`src/rtl/serial_receiver.sv`:
```
// serial_receiver: 8N1 UART receiver with a two-flop input synchronizer and
// mid-bit sampling driven by a per-bit tick timer.
// Optional feature: define SERIAL_RECEIVER_FRAME_ERROR_EN to add the
// oFrameError output (one-cycle pulse on a bad stop bit).
module serial_receiver #(
    parameter int unsigned ClockFrequency = 16000000,
    parameter int unsigned BaudRate       = 115200
) (
    input  logic       iClock,
    input  logic       iReset,
    input  logic       iRXD,
    output logic [7:0] oData,
    output logic       oReceived
`ifdef SERIAL_RECEIVER_FRAME_ERROR_EN
    ,
    output logic       oFrameError
`endif
);

    localparam int unsigned TicksPerBit = ClockFrequency / BaudRate;
    localparam int unsigned HalfTicks   = TicksPerBit / 2;
    localparam int unsigned TimerW      = $clog2(TicksPerBit);

    localparam logic [TimerW-1:0] BitEnd  = TimerW'(TicksPerBit - 1);
    localparam logic [TimerW-1:0] HalfEnd = TimerW'(HalfTicks - 1);
    localparam logic [TimerW-1:0] TimerOne = TimerW'(1);

    typedef enum logic [2:0] {
        sIdle,
        sStartBit,
        sDataBit,
        sStopBit,
        sWaitHigh
    } state_e;

    state_e            state_q, state_d;
    logic [TimerW-1:0] timer_q, timer_d;
    logic [2:0]        bit_idx_q, bit_idx_d;
    logic [7:0]        shift_q, shift_d;
    logic [7:0]        data_q, data_d;
    logic              received_q, received_d;
    logic [1:0]        sync_q;
    logic              rx_s;

`ifdef SERIAL_RECEIVER_FRAME_ERROR_EN
    logic              frame_err_q, frame_err_d;
`endif

    assign rx_s = sync_q[1];

    // Two-flop synchronizer; resets to the idle-high line level.
    always_ff @(posedge iClock) begin
        if (iReset) begin
            sync_q <= 2'b11;
        end else begin
            sync_q <= {sync_q[0], iRXD};
        end
    end

    // State, timer, shift register and registered outputs.
    always_ff @(posedge iClock) begin
        if (iReset) begin
            state_q     <= sIdle;
            timer_q     <= '0;
            bit_idx_q   <= '0;
            shift_q     <= '0;
            data_q      <= '0;
            received_q  <= 1'b0;
`ifdef SERIAL_RECEIVER_FRAME_ERROR_EN
            frame_err_q <= 1'b0;
`endif
        end else begin
            state_q     <= state_d;
            timer_q     <= timer_d;
            bit_idx_q   <= bit_idx_d;
            shift_q     <= shift_d;
            data_q      <= data_d;
            received_q  <= received_d;
`ifdef SERIAL_RECEIVER_FRAME_ERROR_EN
            frame_err_q <= frame_err_d;
`endif
        end
    end

    // Next-state logic; the timer restarts at every sample point so it never wraps.
    always_comb begin
        state_d     = state_q;
        timer_d     = timer_q;
        bit_idx_d   = bit_idx_q;
        shift_d     = shift_q;
        data_d      = data_q;
        received_d  = 1'b0;
`ifdef SERIAL_RECEIVER_FRAME_ERROR_EN
        frame_err_d = 1'b0;
`endif
        unique case (state_q)
            sIdle: begin
                if (!rx_s) begin
                    state_d = sStartBit;
                    timer_d = '0;
                end
            end
            sStartBit: begin
                if (timer_q == HalfEnd) begin
                    timer_d = '0;
                    if (rx_s) begin
                        // Start bit did not survive to mid-bit: treat as a glitch.
                        state_d = sIdle;
                    end else begin
                        state_d   = sDataBit;
                        bit_idx_d = '0;
                    end
                end else begin
                    timer_d = timer_q + TimerOne;
                end
            end
            sDataBit: begin
                if (timer_q == BitEnd) begin
                    timer_d = '0;
                    shift_d = {rx_s, shift_q[7:1]};
                    if (bit_idx_q == 3'd7) begin
                        state_d = sStopBit;
                    end else begin
                        bit_idx_d = bit_idx_q + 3'd1;
                    end
                end else begin
                    timer_d = timer_q + TimerOne;
                end
            end
            sStopBit: begin
                if (timer_q == BitEnd) begin
                    timer_d = '0;
                    if (rx_s) begin
                        data_d     = shift_q;
                        received_d = 1'b1;
                        // Back to idle at mid-stop so a zero-gap start bit is caught.
                        state_d    = sIdle;
                    end else begin
`ifdef SERIAL_RECEIVER_FRAME_ERROR_EN
                        frame_err_d = 1'b1;
`endif
                        state_d = sWaitHigh;
                    end
                end else begin
                    timer_d = timer_q + TimerOne;
                end
            end
            sWaitHigh: begin
                // Hold off through a break until the line returns high.
                if (rx_s) begin
                    state_d = sIdle;
                end
            end
            default: begin
                state_d = sIdle;
            end
        endcase
    end

    assign oData     = data_q;
    assign oReceived = received_q;
`ifdef SERIAL_RECEIVER_FRAME_ERROR_EN
    assign oFrameError = frame_err_q;
`endif

endmodule

```
`config.mk`:
```
export PLATFORM = sky130hd
export DESIGN_NAME = serial_receiver
export DESIGN_NICKNAME = d
export VERILOG_FILES = /design/src/rtl/serial_receiver.sv
export SDC_FILE = /design/constraint.sdc
export NUM_CORES = 1
export LEC_CHECK = 0
export BUFFER_PORTS_ARGS = -buffer_cell sky130_fd_sc_hd__buf_4
export CAP_MARGIN = 20
export CELL_PAD_IN_SITES_DETAIL_PLACEMENT = 1
export CELL_PAD_IN_SITES_GLOBAL_PLACEMENT = 1
export CORE_UTILIZATION = 45
export DETAILED_ROUTE_END_ITERATION = 8
export GPL_ROUTABILITY_DRIVEN = 1
export PLACE_DENSITY = 0.8
export SLEW_MARGIN = 20
export SYNTH_ARGS = -nofsm -noshare
export SYNTH_HDL_FRONTEND = slang
export SYNTH_SLANG_ARGS = --single-unit
```
`constraint.sdc`:
```
create_clock -name iClock -period 2.25 [get_ports iClock]
set_input_delay 0.225 -clock iClock [delete_from_list [all_inputs] [get_ports iClock]]
set_output_delay 0.225 -clock iClock [all_outputs]
set_load 0.01 [all_outputs]
```
Word-level counts from Yosys, hierarchy flattened. Index checks and enable logic that the tools add are counted.

Logic and storage cells: 55. Flip-flop bits (word level): 33. Bits of input ports: 3. Output and inout bits: 9.

Bitwise operators: 2. Multiplexer cells: 19. $add $sub $neg: 2. Eq/ne operators: 15. Reductions and logical operators: 10.

Operators with widths (count): $mux 3 (11); $mux 8 (3); $pmux 8 s3 (1); $ne 2x2->1 const B (8); $pmux 3 s5 (1); $add 8x1->8 const B (1); $eq 8x7->1 const B (1); $eq 8x8->1 const B (1); $eq 3x2->1 const B (2); $eq 3x3->1 const B (2); $pmux 3 s2 (1); $reduce_and 6->1 (1); $reduce_and 5->1 (1); $reduce_and 2->1 (2); $add 3x1->3 const B (1); $eq 3x1->1 const B (1); $logic_not 3->1 (1); $reduce_and 3->1 (1); $reduce_bool 3->1 (1); $reduce_or 3->1 (1); $mux 2 (1); $not 1->1 (2); $reduce_bool 2->1 (1); $reduce_or 2->1 (1); $mux 1 (1).

Logic depth before layout (Yosys ltp).
Depth in word-level cells: 4. Depth in mapped cells: 7. Gate-level depth less buffers: 7.

Worst setup path after synthesis. OpenSTA, ideal clock, no wires.

Kind: register to register. From: register state_q[2]. To: register timer_q[3]. Library setup time: 74 ps. Setup slack: 636 ps. Arrival: 1540 ps. Stages on the path, launching flop included: 7. Cells stage by stage: dfxtp_1 buf_6 or3b_4 a31oi_4 a21oi_2 or3_1 a31oi_1.

Word-level cells in the longest chain between the ends: 4.

RTL lines: from (decl) (line 36) `state_e state_q, state_d;`; from (signal assigned) (line 63) `state_q <= sIdle;`; from (signal assigned) (line 73) `state_q <= state_d;`; $eq 3x2->1 (line 96) `unique case (state_q)`; $reduce_or 2->1 (no line); $reduce_bool 3->1 (no line); $reduce_and 2->1 (no line); to (signal assigned) (line 74) `timer_q <= timer_d;`; to (decl) (line 37) `logic [TimerW-1:0] timer_q, timer_d;`.

Parallel ways exist; a longest one is shown, timed or not. A chain may end at the register's enable or synchronous reset.

Worst setup path after layout.
From: register timer_q[3]. To: register state_q[0].

Word-level cells in the longest chain between the ends: 3.

RTL lines (line): $eq 8x8->1 / $eq 8x7->1 (equally long branches) (118, 131, 104); $ne 2x2->1 (no line); $reduce_and 6->1 (no line) *.

Mark *: on every way between the ends. The rest lies on a longest branch, timed or not.

==> results.sh <==
export IMPL_grt_overflow=0
export IMPL_initial_core_util_pct=48.2
export IMPL_cts_path_max_buffers=2
export IMPL_grt_max_degree=35
export IMPL_min_period_over_period_pct=88.4
export IMPL_number_of_cts_inserted_buffers=5
export IMPL_worst_setup_path_type="reg -> reg"
export IMPL_dieArea_mm2=0.00359
export IMPL_peakVddDrop_v=0.000421
export IMPL_cts_sink_count=33
export IMPL_pre_cts_slack_ps=302
export IMPL_synthToLayoutAreaGrowth_pct=11.9
export IMPL_r2r_start="timer_q[3]"
export IMPL_grt_pass1_wl_um=5500
export IMPL_grt_pass1_vias=1185
export IMPL_clkTransAtPathRegs_ps=110
export IMPL_setup_viol=0
export IMPL_cp_max_fo=12
export IMPL_synth_warnings=0
export IMPL_hold_start="iRXD"
export IMPL_share_of_synthesized_flip_flops_with_an_asynchronous_set_or_reset_pct=0
export IMPL_power_leakage_nw=0.737
export IMPL_row_count=20
export IMPL_r2r_slack_ps=260
export IMPL_tritoncts="built"
export IMPL_post_synth_instance_area_mm2=0.00151
export IMPL_post_route_drc_count=0
export IMPL_worstHoldEndpoint="sync_q[0]"
export IMPL_maxCapViolations=0
export IMPL_floorplan_die_width_um=59.9
export IMPL_setup_worst_path_start_class="flip-flop"
export IMPL_timing_critical_path_to_type="flip-flop"
export IMPL_cts_repair_resized=0
export IMPL_yosys_cell_types_count=36
export IMPL_placed_cell_area_mm2=0.00160
export IMPL_final_hold_viol_count=0
export IMPL_finalMaxSlewViolations=0
export IMPL_yosysSeqAreaShare_pct=43.8
export IMPL_run_status="completed"
export IMPL_timing_reg2reg_worst_path_depth=5
export IMPL_fp_dieH_um=59.9
export IMPL_wl_um=3370
export IMPL_required_time_at_the_worst_slack_endpoint_ps=2520
export IMPL_route_vias_total=1194
export IMPL_final_setup_worst_slack_ps=261
export IMPL_power_density_mw_per_mm2=662
export IMPL_timing_rr_end="state_q[0]"
export IMPL_slew_headroom_pct=52.3
export IMPL_clk_insertion_delay_late_ps=340
export IMPL_synthCells=163
export IMPL_detailedRoute_firstPassIterationCount=4
export IMPL_fmaxAchievable_ghz=0.503
export IMPL_wl_per_cell_um=15.5
export IMPL_synthXorXnorAreaFrac_pct=0
export IMPL_detail_route_antenna_nets=0
export IMPL_cts_setup_buffers=0
export IMPL_yosys_most_used_dff="dfxtp_1"
export IMPL_synth_compound_gate_area_share_pct=11.6
export IMPL_synth_top_family_by_area="simple AND/OR/NAND/NOR gates"
export IMPL_post_synth_mux_area_share_pct=10.6
export IMPL_synth_seq_cells=33
export IMPL_grt_antenna_before_repair=0
export IMPL_synthesis_nets=171
export IMPL_setup_tns_final_ps=0
export IMPL_hold_path_class="in -> reg"
export IMPL_data_arrival_time_of_the_critical_path_ps=2260
export IMPL_finalInstanceArea_mm2=0.00169
export IMPL_worst_slew_pin_transition_ps=714
export IMPL_antenna_cells_inserted=0
export IMPL_root_buffer="clkbuf_4"
export IMPL_worst_hold_slack_ps=96.8
export IMPL_worstHoldPathCells=2
export IMPL_placeableCoreArea_mm2=0.00313
export IMPL_routabilityCongestion=0.775
export IMPL_yosys_area_share_adder_pct=4.15
export IMPL_place_hpwl_um=2340
export IMPL_synthSimpleGateAreaFrac_pct=26.2
export IMPL_grt_setup_unrepaired="false"
export IMPL_port_buffers=11
export IMPL_detail_route_vias_per_cell=5.48
export IMPL_hold_buffers=0
export IMPL_fin_crit_ps=1990
export IMPL_fraction_of_final_layout_cells_sized_beyond_drive_strength_1_pct=13.8
export IMPL_fin_worst_skew_ps=10.5
export IMPL_floorplan_io_pins=12
export IMPL_h_tree_depth=2
export IMPL_first_iter_violations=78
export IMPL_avgSynthCellArea_um2=9.26
export IMPL_synth_enable_flop_cells=0
export IMPL_global_routing_usage_summed_across_all_routing_layers_pct=21.3
export IMPL_design_final_nets=181
-- metrics by stage --
step / power [mW] / cells / utilization (%)
floorplan: 0.647 / 163 / -
global placement: 0.658 / 210 / 51.2
detailed placement: 0.661 / 210 / 51.2
finish: 1.12 / 218 / 54.0
CTS: 1.13 / 218 / 54.0
global route: 1.17 / 218 / 54.0
-- metal layers --
metal / global-route usage, % / wire (um) / vias to the layer above
met3: 7.14 / 120 / 5
met4: 6.98 / 47 / 0
met2: 35.4 / 1710 / 12
met5: 0 / 0 / -
li1: - / - / 594
met1: 25.8 / 1500 / 583
-- final cells by class --
class | count | area [um2]
timing repair buffer | 11 | 82.6
inverter | 3 | 11.3
fill | 374 | 1440
clock inverter | 1 | 30.0
sequential | 33 | 661
tap | 44 | 55.1
multi-input combinational | 119 | 793
clock buffer | 7 | 55.1
-- Yosys cell counts (2+ instances only) --
library cell	count	share of area, %
inv_1	3	0.75
a21o_1	2	0.99
ha_1	5	4.1
nand2_1	11	2.7
or3_1	5	2.1
mux2i_1	16	11
clkbuf_1	4	0.99
a21oi_1	8	2.7
nor3b_2	2	1.7
o21ai_1	3	0.99
dfxtp_1	33	44
a31oi_1	5	2.1
nor2_1	22	5.5
nand2b_1	5	2.1
nand4_1	2	0.83
nand3_1	10	3.3
or2_1	4	1.7
nor2b_1	4	1.7
buf_2	2	0.66
-- registers in the layout, summed over array words and instances, names as in the netlist --
| register | flops |
|---|---|
| timer_q | 8 |
| bit_idx_q | 3 |
| shift_q | 8 |
| oData | 8 |
| state_q | 3 |
| sync_q | 2 |
| oReceived | 1 |
-- power by group --
part           internal (mW)  total, mW  switching [mW]
clock                  0.265      0.470           0.205
sequential             0.589      0.596         0.00741
combinational         0.0165     0.0515          0.0349
total                  0.870       1.12           0.247
-- worst max-delay path: stages, from the launching register on --
cell,delay [ps]
dfxtp_1,440
nor3b_2,240
nand4_1,230
a21o_1,360
or4_1,510
a21oi_1,130
-- cells in the final DEF (no fill, tap or decap), drive strengths merged --
master | Yosys | final
a21o | 2 | 2
ha | 5 | 5
inv | 3 | 3
nand3 | 10 | 10
nand2b | 5 | 5
o21ai | 3 | 3
or3 | 5 | 5
nand4 | 2 | 2
a22oi | 1 | 1
mux2i | 16 | 16
nand4b | 1 | 1
or3b | 1 | 1
and3 | 1 | 1
and4 | 1 | 1
clkbuf | 4 | 7
o41ai | 1 | 1
bufinv | 0 | 1
and4bb | 1 | 1
a211oi | 2 | 2
buf | 4 | 11
or2 | 4 | 4
nand3b | 1 | 1
a21oi | 9 | 9
dfxtp | 33 | 33
nor4b | 1 | 1
nor3b | 2 | 2
a31oi | 6 | 6
nor2b | 4 | 4
o21bai | 1 | 1
or4 | 1 | 1
nand2 | 11 | 11
nor2 | 22 | 22
-- worst max-delay path by stage --
stage / startpoint / to / slack, ps / cells past startpoint
5_1_grt: timer_q[3] / state_q[0] / 80 / 5
2_1_floorplan: state_q[2] / timer_q[3] / 640 / 6
4_1_cts: timer_q[3] / state_q[0] / 250 / 5
6_report: timer_q[3] / state_q[0] / 260 / 5
3_5_place_dp: timer_q[3] / state_q[0] / 300 / 5
3_3_place_gp: timer_q[3] / state_q[0] / 370 / 5
-- cell families after synthesis --
group           Yosys count
flops                    33
mux                      16
simple gates             73
buf+inv                  11
compound gates           25
fa+ha+maj                 5
No activity file was read; power rests on OpenSTA's default activity.
